## config.mk

```make
export PLATFORM = sky130hd
export DESIGN_NAME = mult_bw_pipe
export DESIGN_NICKNAME = d
export VERILOG_FILES = /design/src/rtl/mult_pkg.sv /design/src/rtl/csa_row.sv /design/src/rtl/mult_bw_pipe.sv
export SDC_FILE = /design/constraint.sdc
export NUM_CORES = 1
export LEC_CHECK = 0
export ABC_CLOCK_PERIOD_IN_PS = 10200
export CAP_MARGIN = 0
export CORE_MARGIN = 3
export CORE_UTILIZATION = 55
export DETAILED_ROUTE_END_ITERATION = 8
export GPL_TIMING_DRIVEN = 1
export PLACE_DENSITY = 0.75
export SLEW_MARGIN = 0
export SYNTH_ARGS = -nofsm -noshare
export SYNTH_HDL_FRONTEND = slang
export SYNTH_SLANG_ARGS = --single-unit
export TNS_END_PERCENT = 5
```

## constraint.sdc

```tcl
create_clock -name clk -period 10.2 [get_ports clk]
set_input_delay 2.04 -clock clk [delete_from_list [all_inputs] [get_ports clk]]
set_output_delay 2.04 -clock clk [all_outputs]
set_load 0.005 [all_outputs]
```

## src/rtl/mult_pkg.sv

```systemverilog
// Shared constants and helpers for the pipelined Baugh-Wooley multiplier.
package mult_pkg;

    // Product width for an n-bit by n-bit multiply; the full product is never truncated.
    function automatic int pw_of(input int n);
        return 2 * n;
    endfunction

    // Correction row added during reduction. It balances the complemented sign-row
    // partial products in two's complement mode: 2^n + 2^(2n-1). It is zero for unsigned.
    // The result is returned 64 bits wide so that n up to 32 fits, and the caller
    // truncates it to its product width.
    function automatic logic [63:0] bw_const(input int n, input logic is_signed);
        if (!is_signed) begin
            return 64'd0;
        end
        return (64'd1 << n) | (64'd1 << (2 * n - 1));
    endfunction

endpackage

```

## src/rtl/csa_row.sv

```systemverilog
// Bitwise 3:2 compressor: reduces three W-bit rows to a sum row and a carry row.
// The carry row is shifted left by one, and its top carry is dropped (mod 2^W).
module csa_row #(
    parameter int W = 16
) (
    input  logic [W-1:0] x,
    input  logic [W-1:0] y,
    input  logic [W-1:0] z,
    output logic [W-1:0] sum,
    output logic [W-1:0] carry
);

    assign sum   = x ^ y ^ z;
    assign carry = ((x & y) | (x & z) | (y & z)) << 1;

endmodule

```

## src/rtl/mult_bw_pipe.sv

```systemverilog
// Three-stage pipelined NxN multiplier, Baugh-Wooley style, with a signed/unsigned mode
// selected per transaction.
// Stage 1 registers the partial products. Stage 2 registers the carry-save sum and carry.
// Stage 3 registers the final carry-propagate sum.
// A single global stall (adv) freezes every stage while a result waits at the output.
module mult_bw_pipe
    import mult_pkg::*;
#(
    parameter  int N  = 8,
    localparam int PW = pw_of(N)
) (
    input  logic          clk,
    input  logic          rst_n,
    input  logic          in_valid,
    output logic          in_ready,
    input  logic [N-1:0]  in_a,
    input  logic [N-1:0]  in_b,
    input  logic          in_signed,
    output logic          out_valid,
    input  logic          out_ready,
    output logic [PW-1:0] out_p
);

    logic                  adv;
    logic                  v1, v2, v3;
    logic [N-1:0][N-1:0]   pp;
    logic [N-1:0][N-1:0]   pp_q;
    logic                  sgn_q;
    logic [PW-1:0]         rows [N+1];
    logic [PW-1:0]         red_sum;
    logic [PW-1:0]         red_carry;
    logic [PW-1:0]         sum_q;
    logic [PW-1:0]         carry_q;

    assign adv       = ~v3 | out_ready;
    assign in_ready  = adv;
    assign out_valid = v3;

    // Partial product rows. In signed mode, the sign-row and sign-column terms are
    // complemented, except for the MSB*MSB term, which keeps positive weight.
    always_comb begin
        pp = '0;
        for (int j = 0; j < N; j++) begin
            for (int i = 0; i < N; i++) begin
                pp[j][i] = in_a[i] & in_b[j];
                if (in_signed && ((i == N - 1) != (j == N - 1))) begin
                    pp[j][i] = ~pp[j][i];
                end
            end
        end
    end

    // Align the registered partial products to their column weights, and append the
    // correction row.
    always_comb begin
        for (int j = 0; j < N; j++) begin
            rows[j] = {{N{1'b0}}, pp_q[j]} << j;
        end
        rows[N] = PW'(bw_const(N, sgn_q));
    end

    // Carry-save reduction of N+1 rows. The first compressor takes three rows, and each
    // later one folds one more row into the running sum/carry pair. This takes N-1
    // compressors in total.
    for (genvar k = 0; k < N - 1; k++) begin : g_red
        logic [PW-1:0] x_in, y_in, s, c;
        if (k == 0) begin : g_first
            assign x_in = rows[0];
            assign y_in = rows[1];
        end else begin : g_next
            assign x_in = g_red[k-1].s;
            assign y_in = g_red[k-1].c;
        end
        csa_row #(.W(PW)) u_csa (
            .x     (x_in),
            .y     (y_in),
            .z     (rows[k+2]),
            .sum   (s),
            .carry (c)
        );
    end

    assign red_sum   = g_red[N-2].s;
    assign red_carry = g_red[N-2].c;

    // Pipeline registers and the valid chain. All of them advance together on adv.
    // Bubbles travel through the pipeline like ordinary data.
    always_ff @(posedge clk or negedge rst_n) begin
        if (!rst_n) begin
            v1      <= 1'b0;
            v2      <= 1'b0;
            v3      <= 1'b0;
            pp_q    <= '0;
            sgn_q   <= 1'b0;
            sum_q   <= '0;
            carry_q <= '0;
            out_p   <= '0;
        end else if (adv) begin
            v1      <= in_valid;
            v2      <= v1;
            v3      <= v2;
            pp_q    <= pp;
            sgn_q   <= in_signed;
            sum_q   <= red_sum;
            carry_q <= red_carry;
            out_p   <= sum_q + carry_q;
        end
    end

endmodule

```

* Word-level counts from Yosys, hierarchy flattened
Cells that the tools add are included.
** Cells by class
- Add/sub/neg operators :: 1
- Multiply operators :: 0
- Div/mod/pow operators :: 0
- Magnitude comparators :: 0
- Eq/ne operators :: 0
- Shift operators :: 0
- Mux-type cells :: 15
- Bitwise operators :: 129
- Reduce and logical (&&, ||, !) cells :: 0
** Operator list (count)
- 15-bit OR :: 13
- 15-bit bitwise AND :: 10
- 16-bit XOR :: 6
- 1-bit bitwise AND :: 64
- 15-bit by 11-bit bitwise AND with 15-bit output :: 2
- 15-bit by 12-bit bitwise AND with 15-bit output :: 2
- 15-bit by 13-bit bitwise AND with 15-bit output :: 2
- 15-bit by 14-bit bitwise AND with 15-bit output :: 2
- 16-bit adder :: 1
- 16-bit two-way mux :: 1
- 10-bit by 16-bit XOR with 16-bit output :: 1
- 16-bit by 11-bit XOR with 16-bit output :: 1
- 16-bit by 12-bit XOR with 16-bit output :: 1
- 16-bit by 13-bit XOR with 16-bit output :: 1
- 16-bit by 14-bit XOR with 16-bit output :: 1
- 16-bit by 15-bit XOR with 16-bit output :: 1
- 1-bit inverter :: 15
- 15-bit by 10-bit OR with 15-bit output :: 1
- 1-bit two-way mux :: 14
- 8-bit by 10-bit bitwise AND with 10-bit output :: 1
- 9-bit by 10-bit bitwise AND with 10-bit output :: 1
- 9-bit by 10-bit XOR with 10-bit output :: 1
- 8-bit by 9-bit bitwise AND with 9-bit output :: 1
- 8-bit by 9-bit XOR with 9-bit output :: 1
- 1-bit OR :: 1
** Word-level totals
- Register bits :: 115
- Latch bits :: 0
- Memory bits (writable) :: 0
- ROM bits :: 0
- Output and inout port bits :: 18
- Logic and storage cells :: 160
- Memories :: 0

* Longest topological paths before layout
Gate-level depths: netlist of run 1.
- Depth in word-level cells :: 21
- Gate-level depth with buffers :: 13

* Modules after synthesis
A second synthesis of run 1 with hierarchy kept.
** Second synthesis, totals
- Cells, all modules :: 731
- Area, all modules :: 7657.3 µm²
** Modules (own cells, without submodules)
- mult_bw_pipe :: instances 1, cells an instance 605, area an instance 5310.1 µm², sequential area each 2902.8 µm²
- csa_row :: instances 7, cells an instance 18, area an instance 335.3 µm², sequential area each 0.0 µm²

* Least setup slack after synthesis of run 1
OpenSTA, ideal clock, no wires.
- Kind :: input to output
- Start :: input port out_ready
- End :: output port in_ready
- Data arrival time :: 2598 ps
- Data required time :: 8160 ps
- Slack :: 5562 ps
- Cell stages on the path :: 4
- Path buffers :: 2
- Cells stage by stage :: nor2b_1 -> buf_2 -> inv_2 -> clkbuf_1
** On the way
- Cells in the longest elaborated chain, start to end :: 1
** Ends and longest elaborated chain
- start, declared :: RTL line mult_bw_pipe.sv:20 : input logic out_ready,
- 1-bit OR :: RTL line mult_bw_pipe.sv:35 : assign adv = ~v3 | out_ready;
- end, declared :: RTL line mult_bw_pipe.sv:15 : output logic in_ready,
Every way passes these cells.

* Worst setup path in the final report of run 1
Same ends and word-level chain as after synthesis.

==> key figures, run 1 <==
Run status
  – Status: finished clean

Die
  – Die height: 108.8 µm
  – Full die area: 0.01183 mm²
  – Core area: 0.01000 mm²
  – Die X: 108.8 µm
  – Initial core utilization: 58.08%
  – # IOs: 39
  – Rows: 36

Place
  – IO Port Bufs: 38
  – RePlAce Congestion: 0.7865
  – DP HPWL: 7.367 mm

Critical path
  – R2R Path End: carry_q[9]
  – CP top delay family: buffers and inverters
  – Worst r2r src: pp_q[21]
  – Critical path depth in cells: 4
  – Crit-path max cell delay: 0.68 ns
  – Slowest CP cell: nor2b_4
  – Worst reg2reg path depth: 9
  – Crit path capture: in_ready
  – Worst setup SP type: input port
  – Crit-path cells: clkdlybuf4s50_1, nor2b_4, inv_2, clkdlybuf4s50_1
  – CP endpoint kind: output port
  – CP Class: input port to output port
  – Worst path most repeated cell: clkdlybuf4s50_1
  – CP Launch Point: out_ready
  – Crit-path max FO: 40
  – Buf/Inv on CP: 3
  – CP Data Arrival Time: 3.71 ns
  – Register-to-register setup slack: 6.18 ns
  – Critical Path RT: 8.16 ns

Clock network
  – CTS root buffer: clkbuf_8
  – Clock net sink count: 108
  – Number of gates resized after cts: 0
  – TritonCTS buffer count: 9
  – Hold buffer count at cts: 0
  – Post-CTS setup repair buffer count: 0
  – CTS Buffer Depth: 2
  – Worst-Skew Late Latency: 0.37 ns
  – TritonCTS clock tree: built
  – Worst-path clk slew: 0.10 ns
  – H-tree Lvls: 3

Final layout
  – Final #Nets: 712
  – Area grow syn2layout: 10.90%
  – Share of cells above drive strength 1: 3.797%
  – N_diodes: 0
  – Fillers: 849

Detailed routing
  – Remaining DRCs: 0
  – Vias: 3989
  – TritonRoute pass-1 iters: 5
  – Via density: 5.214
  – Antenna-violating nets left: 0
  – Drt wl/cell: 13.82 µm
  – Initial drt markers: 249
  – Total Wirelength: 10.57 mm

Power and ir drop
  – Leak: 3.286 nW
  – Pwr dens: 303.8 mW/mm²
  – Maximum VDD drop: 0.1464 mV
  – Pwr Total: 1.957 mW

Synthesis
  – Area contributors post-synth: dfrtp_1 (47%), fa_1 (15%), nand2_1 (15%), nand3_1 (4.6%), ha_1 (4.5%)
  – Ys async rst share: 100.0%
  – Netlist cell types: 34
  – Cell count after synthesis: 617
  – Number of synthesized flops with an enable pin: 0
  – Post-synth top area cell: dfrtp_1
  – Cell with the most instances after synthesis: nand2_1
  – Synth Flop Type: dfrtp_1
  – Area of the mapped netlist: 0.005808 mm²
  – Register area share after synthesis: 46.53%
  – Syn_area_per_cell: 9.413 µm²
  – Top cells by count, synth: nand2_1 (228), dfrtp_1 (108), nand3_1 (53), inv_1 (44), fa_1 (43)
  – Count of state elements after synthesis: 108
  – Post-synth net total: 702
  – Top cell type's share of synthesized area: 46.53%
  – YS warnings: 0

STA
  – Final min period: 5.748 ns
  – Hold Fails Final Rpt: 0
  – Final Cycle Share: 56.35%
  – Unrepaired setup endpoints after global routing: no
  – Max-slew violation count: 0
  – Final setup fails: 0
  – Slew Limit Headroom: 32.82%
  – Worst Skew: 0.01187 ns
  – Highest Clock Rate: 174.0 MHz
  – Slew @ Worst Pin: 1.008 ns
  – Setup TNS: 0 ns

GRT
  – Global-route wire length before repair: 18.55 mm
  – Grt ovf: 0
  – Total GRT Usage: 19.49%
  – Met3 capacity usage during global routing: 2.724%
  – Via count of the first global-routing pass: 4118
  – Initial antenna violation count: 0
  – Largest net degree at the start of global routing: 100
  – Global routing's busiest layer: met2
  – Met1 Use GR: 27.00%
  – GR Layer Usage met2: 32.88%

Worst hold path
  – Hold depth: 2
  – Type of the worst min-delay path: flip-flop to flip-flop

Job
  – Max-cap violations: 0
==> layout by cell type (no fill, tap or decap), types with 3 or more instances in the layout <==
cell type and count:
a211oi_1 4, a21oi_1 4, buf_4 4, clkbuf_8 10
clkdlybuf4s50_1 37, clkinv_4 3, dfrtp_1 108, fa_1 43
ha_1 21, inv_1 44, nand2_1 228, nand3_1 53
nor2_1 4, nor3b_1 4, o21ai_0 25, xor2_1 15
==> cells by family after synthesis <==
group	after synthesis	share of synthesized area, %
adders and majority gates	64	19.35
buffers and inverters	87	5.902
DFF	108	46.53
and+or+nand+nor	299	21.37
xor gates and xnor gates	16	2.413
AOI/OAI and AO/OA	42	4.266
muxes	1	0.1723
==> how the worst min path moves through the flow <==
| stage | from | endpoint | slack [ns] |
|---|---|---|---|
| after global placement | v2 | out_valid | 0.44 |
| after detailed placement | out_p[7] | out_p[7] | 0.46 |
| after floorplan | v2 | v2 | 0.43 |
| after global routing | v2 | v2 | 0.50 |
| final | v2 | v2 | 0.47 |
| after CTS | out_p[7] | out_p[7] | 0.48 |
==> power by group <==
group,internal [mW],switching [mW],leakage [nW]
sequential,0.563,0.0733,1.36
clock,0.147,0.151,0.117
combinational,0.464,0.559,1.81
==> metrics by stage <==
step,cell area [µm²],setup WS [ns],hold slack [ns],std cells,util (%)
CTS,6441,4.453,0.4788,765,64.41
detailed placement,6208,4.467,0.4557,749,62.09
floorplan,5808,5.562,0.4300,617,-
global placement,6208,4.477,0.4438,749,62.09
finish,6441,4.452,0.4742,765,64.41
global route,6441,4.333,0.4995,765,64.41
==> tightest hold or removal path: stages, from the launching register on <==
cell and delay [ns]:
dfrtp_1 0.35, nand2_1 0.05, nand2_1 0.05
==> registers in the layout, indices dropped and copies added, names as in the netlist <==
register    flops
g_red.y_in      8
pp_q           48
carry_q         8
sum_q          16
g_red.x_in      8
v1              1
v2              1
sgn_q           1
out_p          16
out_valid       1
==> layout make-up <==
class | count | area (µm²) | share of cell area (%)
clock buffer | 10 | 137.6 | 2.137
clock inverter | 6 | 95.09 | 1.476
inverter | 45 | 168.9 | 2.622
multi-input combinational | 422 | 2770 | 43.01
sequential | 108 | 2703 | 41.96
tap | 133 | 166.4 | 2.584
timing repair buffer | 41 | 400.4 | 6.216
==> per-layer routing <==
layer	vias up	part of all wire (%)	wire, µm
li1	1944	-	-
met1	1971	45	4752
met2	63	51	5393
met3	11	3.1	325
met4	0	0.96	102
met5	-	0	0
(Power assumes the default switching activity.)
==> run 2, diff against run 1 <==
--- a/config.mk
+++ b/config.mk
@@ -5,13 +5,13 @@
 export SDC_FILE = /design/constraint.sdc
 export NUM_CORES = 1
 export LEC_CHECK = 0
-export ABC_CLOCK_PERIOD_IN_PS = 10200
+export ABC_CLOCK_PERIOD_IN_PS = 5200
 export CAP_MARGIN = 0
 export CORE_MARGIN = 3
-export CORE_UTILIZATION = 55
+export CORE_UTILIZATION = 54
 export DETAILED_ROUTE_END_ITERATION = 8
 export GPL_TIMING_DRIVEN = 1
-export PLACE_DENSITY = 0.75
+export PLACE_DENSITY = 0.77
 export SLEW_MARGIN = 0
 export SYNTH_ARGS = -nofsm -noshare
 export SYNTH_HDL_FRONTEND = slang
==> constraint.sdc (replaced) <==
create_clock -name clk -period 5.2 [get_ports clk]
set_input_delay 1.04 -clock clk [delete_from_list [all_inputs] [get_ports clk]]
set_output_delay 1.04 -clock clk [all_outputs]
set_load 0.005 [all_outputs]
==> key figures, run 2 (same netlist as run 1, synthesis figures left out) <==
Die
  – Rows: 37 (was 36)
  – Die height: 109.7 µm (was 108.8 µm)
  – Die X: 109.7 µm (was 108.8 µm)
  – Core area: 0.01037 mm² (was 0.01000 mm²)
  – # IOs: 39 (unchanged)
  – Full die area: 0.01204 mm² (was 0.01183 mm²)
  – Initial core utilization: 56.01% (was 58.08%)

Detailed routing
  – Drt wl/cell: 14.09 µm (was 13.82 µm)
  – TritonRoute pass-1 iters: 5 (unchanged)
  – Antenna-violating nets left: 0 (unchanged)
  – Via density: 5.263 (was 5.214)
  – Total Wirelength: 10.82 mm (was 10.57 mm)
  – Remaining DRCs: 0 (unchanged)
  – Vias: 4042 (was 3989)
  – Initial drt markers: 258 (was 249)

Power and ir drop
  – Pwr dens: 589.3 mW/mm² (was 303.8 mW/mm²)
  – Pwr Total: 3.782 mW (was 1.957 mW)
  – Maximum VDD drop: 0.2954 mV (was 0.1464 mV)
  – Leak: 3.276 nW (was 3.286 nW)

GRT
  – GR Layer Usage met2: 33.61% (was 32.88%)
  – Grt ovf: 0 (unchanged)
  – Met1 Use GR: 26.26% (was 27.00%)
  – Initial antenna violation count: 0 (unchanged)
  – Global-route wire length before repair: 18.93 mm (was 18.55 mm)
  – Met3 capacity usage during global routing: 4.815% (was 2.724%)
  – Total GRT Usage: 19.99% (was 19.49%)
  – Via count of the first global-routing pass: 4170 (was 4118)
  – Global routing's busiest layer: met2 (unchanged)
  – Largest net degree at the start of global routing: 100 (unchanged)

Clock network
  – H-tree Lvls: 3 (unchanged)
  – Hold buffer count at cts: 0 (unchanged)
  – Post-CTS setup repair buffer count: 0 (unchanged)
  – TritonCTS buffer count: 9 (unchanged)
  – Worst-Skew Late Latency: 0.37 ns (about the same)
  – CTS Buffer Depth: 2 (unchanged)
  – TritonCTS clock tree: built (unchanged)
  – Clock net sink count: 108 (unchanged)
  – Worst-path clk slew: 0.11 ns (was 0.10 ns)
  – Number of gates resized after cts: 0 (unchanged)
  – CTS root buffer: clkbuf_8 (unchanged)

STA
  – Slew Limit Headroom: 33.08% (was 32.82%)
  – Worst Skew: 0.01343 ns (was 0.01187 ns)
  – Max-slew violation count: 0 (unchanged)
  – Smallest hold slack: 0.4696 ns (was 0.4742 ns)
  – Final Cycle Share: 77.19%
  – Slew @ Worst Pin: 1.004 ns (was 1.008 ns)
  – Setup TNS: 0 ns (unchanged)
  – Final setup fails: 0 (unchanged)
  – Hold Fails Final Rpt: 0 (unchanged)
  – Highest Clock Rate: 249.1 MHz
  – Final min period: 4.014 ns
  – Unrepaired setup endpoints after global routing: no (unchanged)

Place
  – DP HPWL: 7.437 mm (was 7.367 mm)
  – Number of cells after detailed placement: 752 (was 749)
  – RePlAce Congestion: 0.7976 (was 0.7865)
  – IO Port Bufs: 38 (unchanged)

Final layout
  – Area grow syn2layout: 10.49% (was 10.90%)
  – Largest register by flop count: pp_q (unchanged)
  – Fin cells: 768 (was 765)
  – Register area: 0.002703 mm² (unchanged)
  – Final #Nets: 712 (unchanged)
  – Biggest regs: pp_q x48, out_p x16, sum_q x16 (unchanged)
  – N_diodes: 0 (unchanged)
  – Largest register FFs: 48 (unchanged)
  – Most frequent cells in the layout: nand2_1 (228), dfrtp_1 (108), nand3_1 (53) (unchanged)
  – Fillers: 885 (was 849)
  – Commonest non-fill, non-tap cell in the layout: nand2_1 (unchanged)
  – Area of the multi-input gates: 0.002770 mm² (unchanged)
  – Share of cells above drive strength 1: 3.797% (unchanged)

Critical path
  – Worst setup SP type: flip-flop (was input port)
  – CP endpoint kind: flip-flop (was output port)
  – CP Data Arrival Time: 4.33 ns (was 3.71 ns)
  – CP Class: flip-flop to flip-flop (was input port to output port)
  – Critical Path RT: 5.51 ns (was 8.16 ns)
  – Register-to-register setup slack: 1.19 ns (was 6.18 ns)
  – Crit-path max FO: 2 (was 40)

Run status
  – Status: finished clean (unchanged)

Worst hold path
  – Type of the worst min-delay path: flip-flop to flip-flop (unchanged)

Job
  – Max-cap violations: 0 (unchanged)
-- run 2: cell count changes in the layout (fill, tap and decap cells not counted), sizes merged --
| cell | before | now |
|---|---|---|
| inv | 46 | 49 |
| clkbuf | 10 | 9 |
| clkinv | 3 | 2 |
| bufinv | 2 | 1 |
-- run 2: metal layers --
layer | up-vias | wire [µm]
met5 | - | 0
met2 | 97 | 5497
met3 | 15 | 498
met4 | 0 | 135
met1 | 1984 | 4693
li1 | 1946 | -
-- run 2: power by group --
part           leakage, nW  switching (mW)  internal [mW]
clock                0.107           0.305          0.232
combinational         1.81            1.09          0.902
sequential            1.36           0.144           1.10
total                 3.28            1.54           2.24
-- run 2: cell type report --
type | instances | share of cell area [%]
sequential | 108 | 42.11
timing repair buffer | 41 | 6.239
inverter | 45 | 2.632
multi-input combinational | 422 | 43.17
clock inverter | 7 | 1.267
tap | 136 | 2.652
clock buffer | 9 | 1.930
-- run 2: worst paths after layout --
check / cells after the start / endpoint / startpoint
max: 9 / sum_q[8] / pp_q[21]
min reg2reg: 1 / out_valid / v2
min: 1 / out_valid / v2
max reg2reg: 9 / sum_q[8] / pp_q[21]
min in group asynchronous: 1 / out_valid / rst_n
max in group asynchronous: 2 / g_red[0].x_in[5] / rst_n
-- run 2: worst max-delay path, stage by stage (launching register included) --
cell and delay [ns]:
dfrtp_1 0.41, fa_1 0.47, fa_1 0.57, fa_1 0.44
fa_1 0.51, fa_1 0.43, fa_1 0.47, fa_1 0.51
nand2_1 0.06, nand2_1 0.11
-- run 2: stage by stage --
stage	worst slack (ns)	utilization (%)	area, µm²
after detailed placement	1.205	59.91	6212
final	1.186	61.88	6417
after floorplan	1.379	-	5808
after CTS	1.194	61.88	6417
after global placement	1.293	59.91	6212
after global routing	1.038	61.88	6417
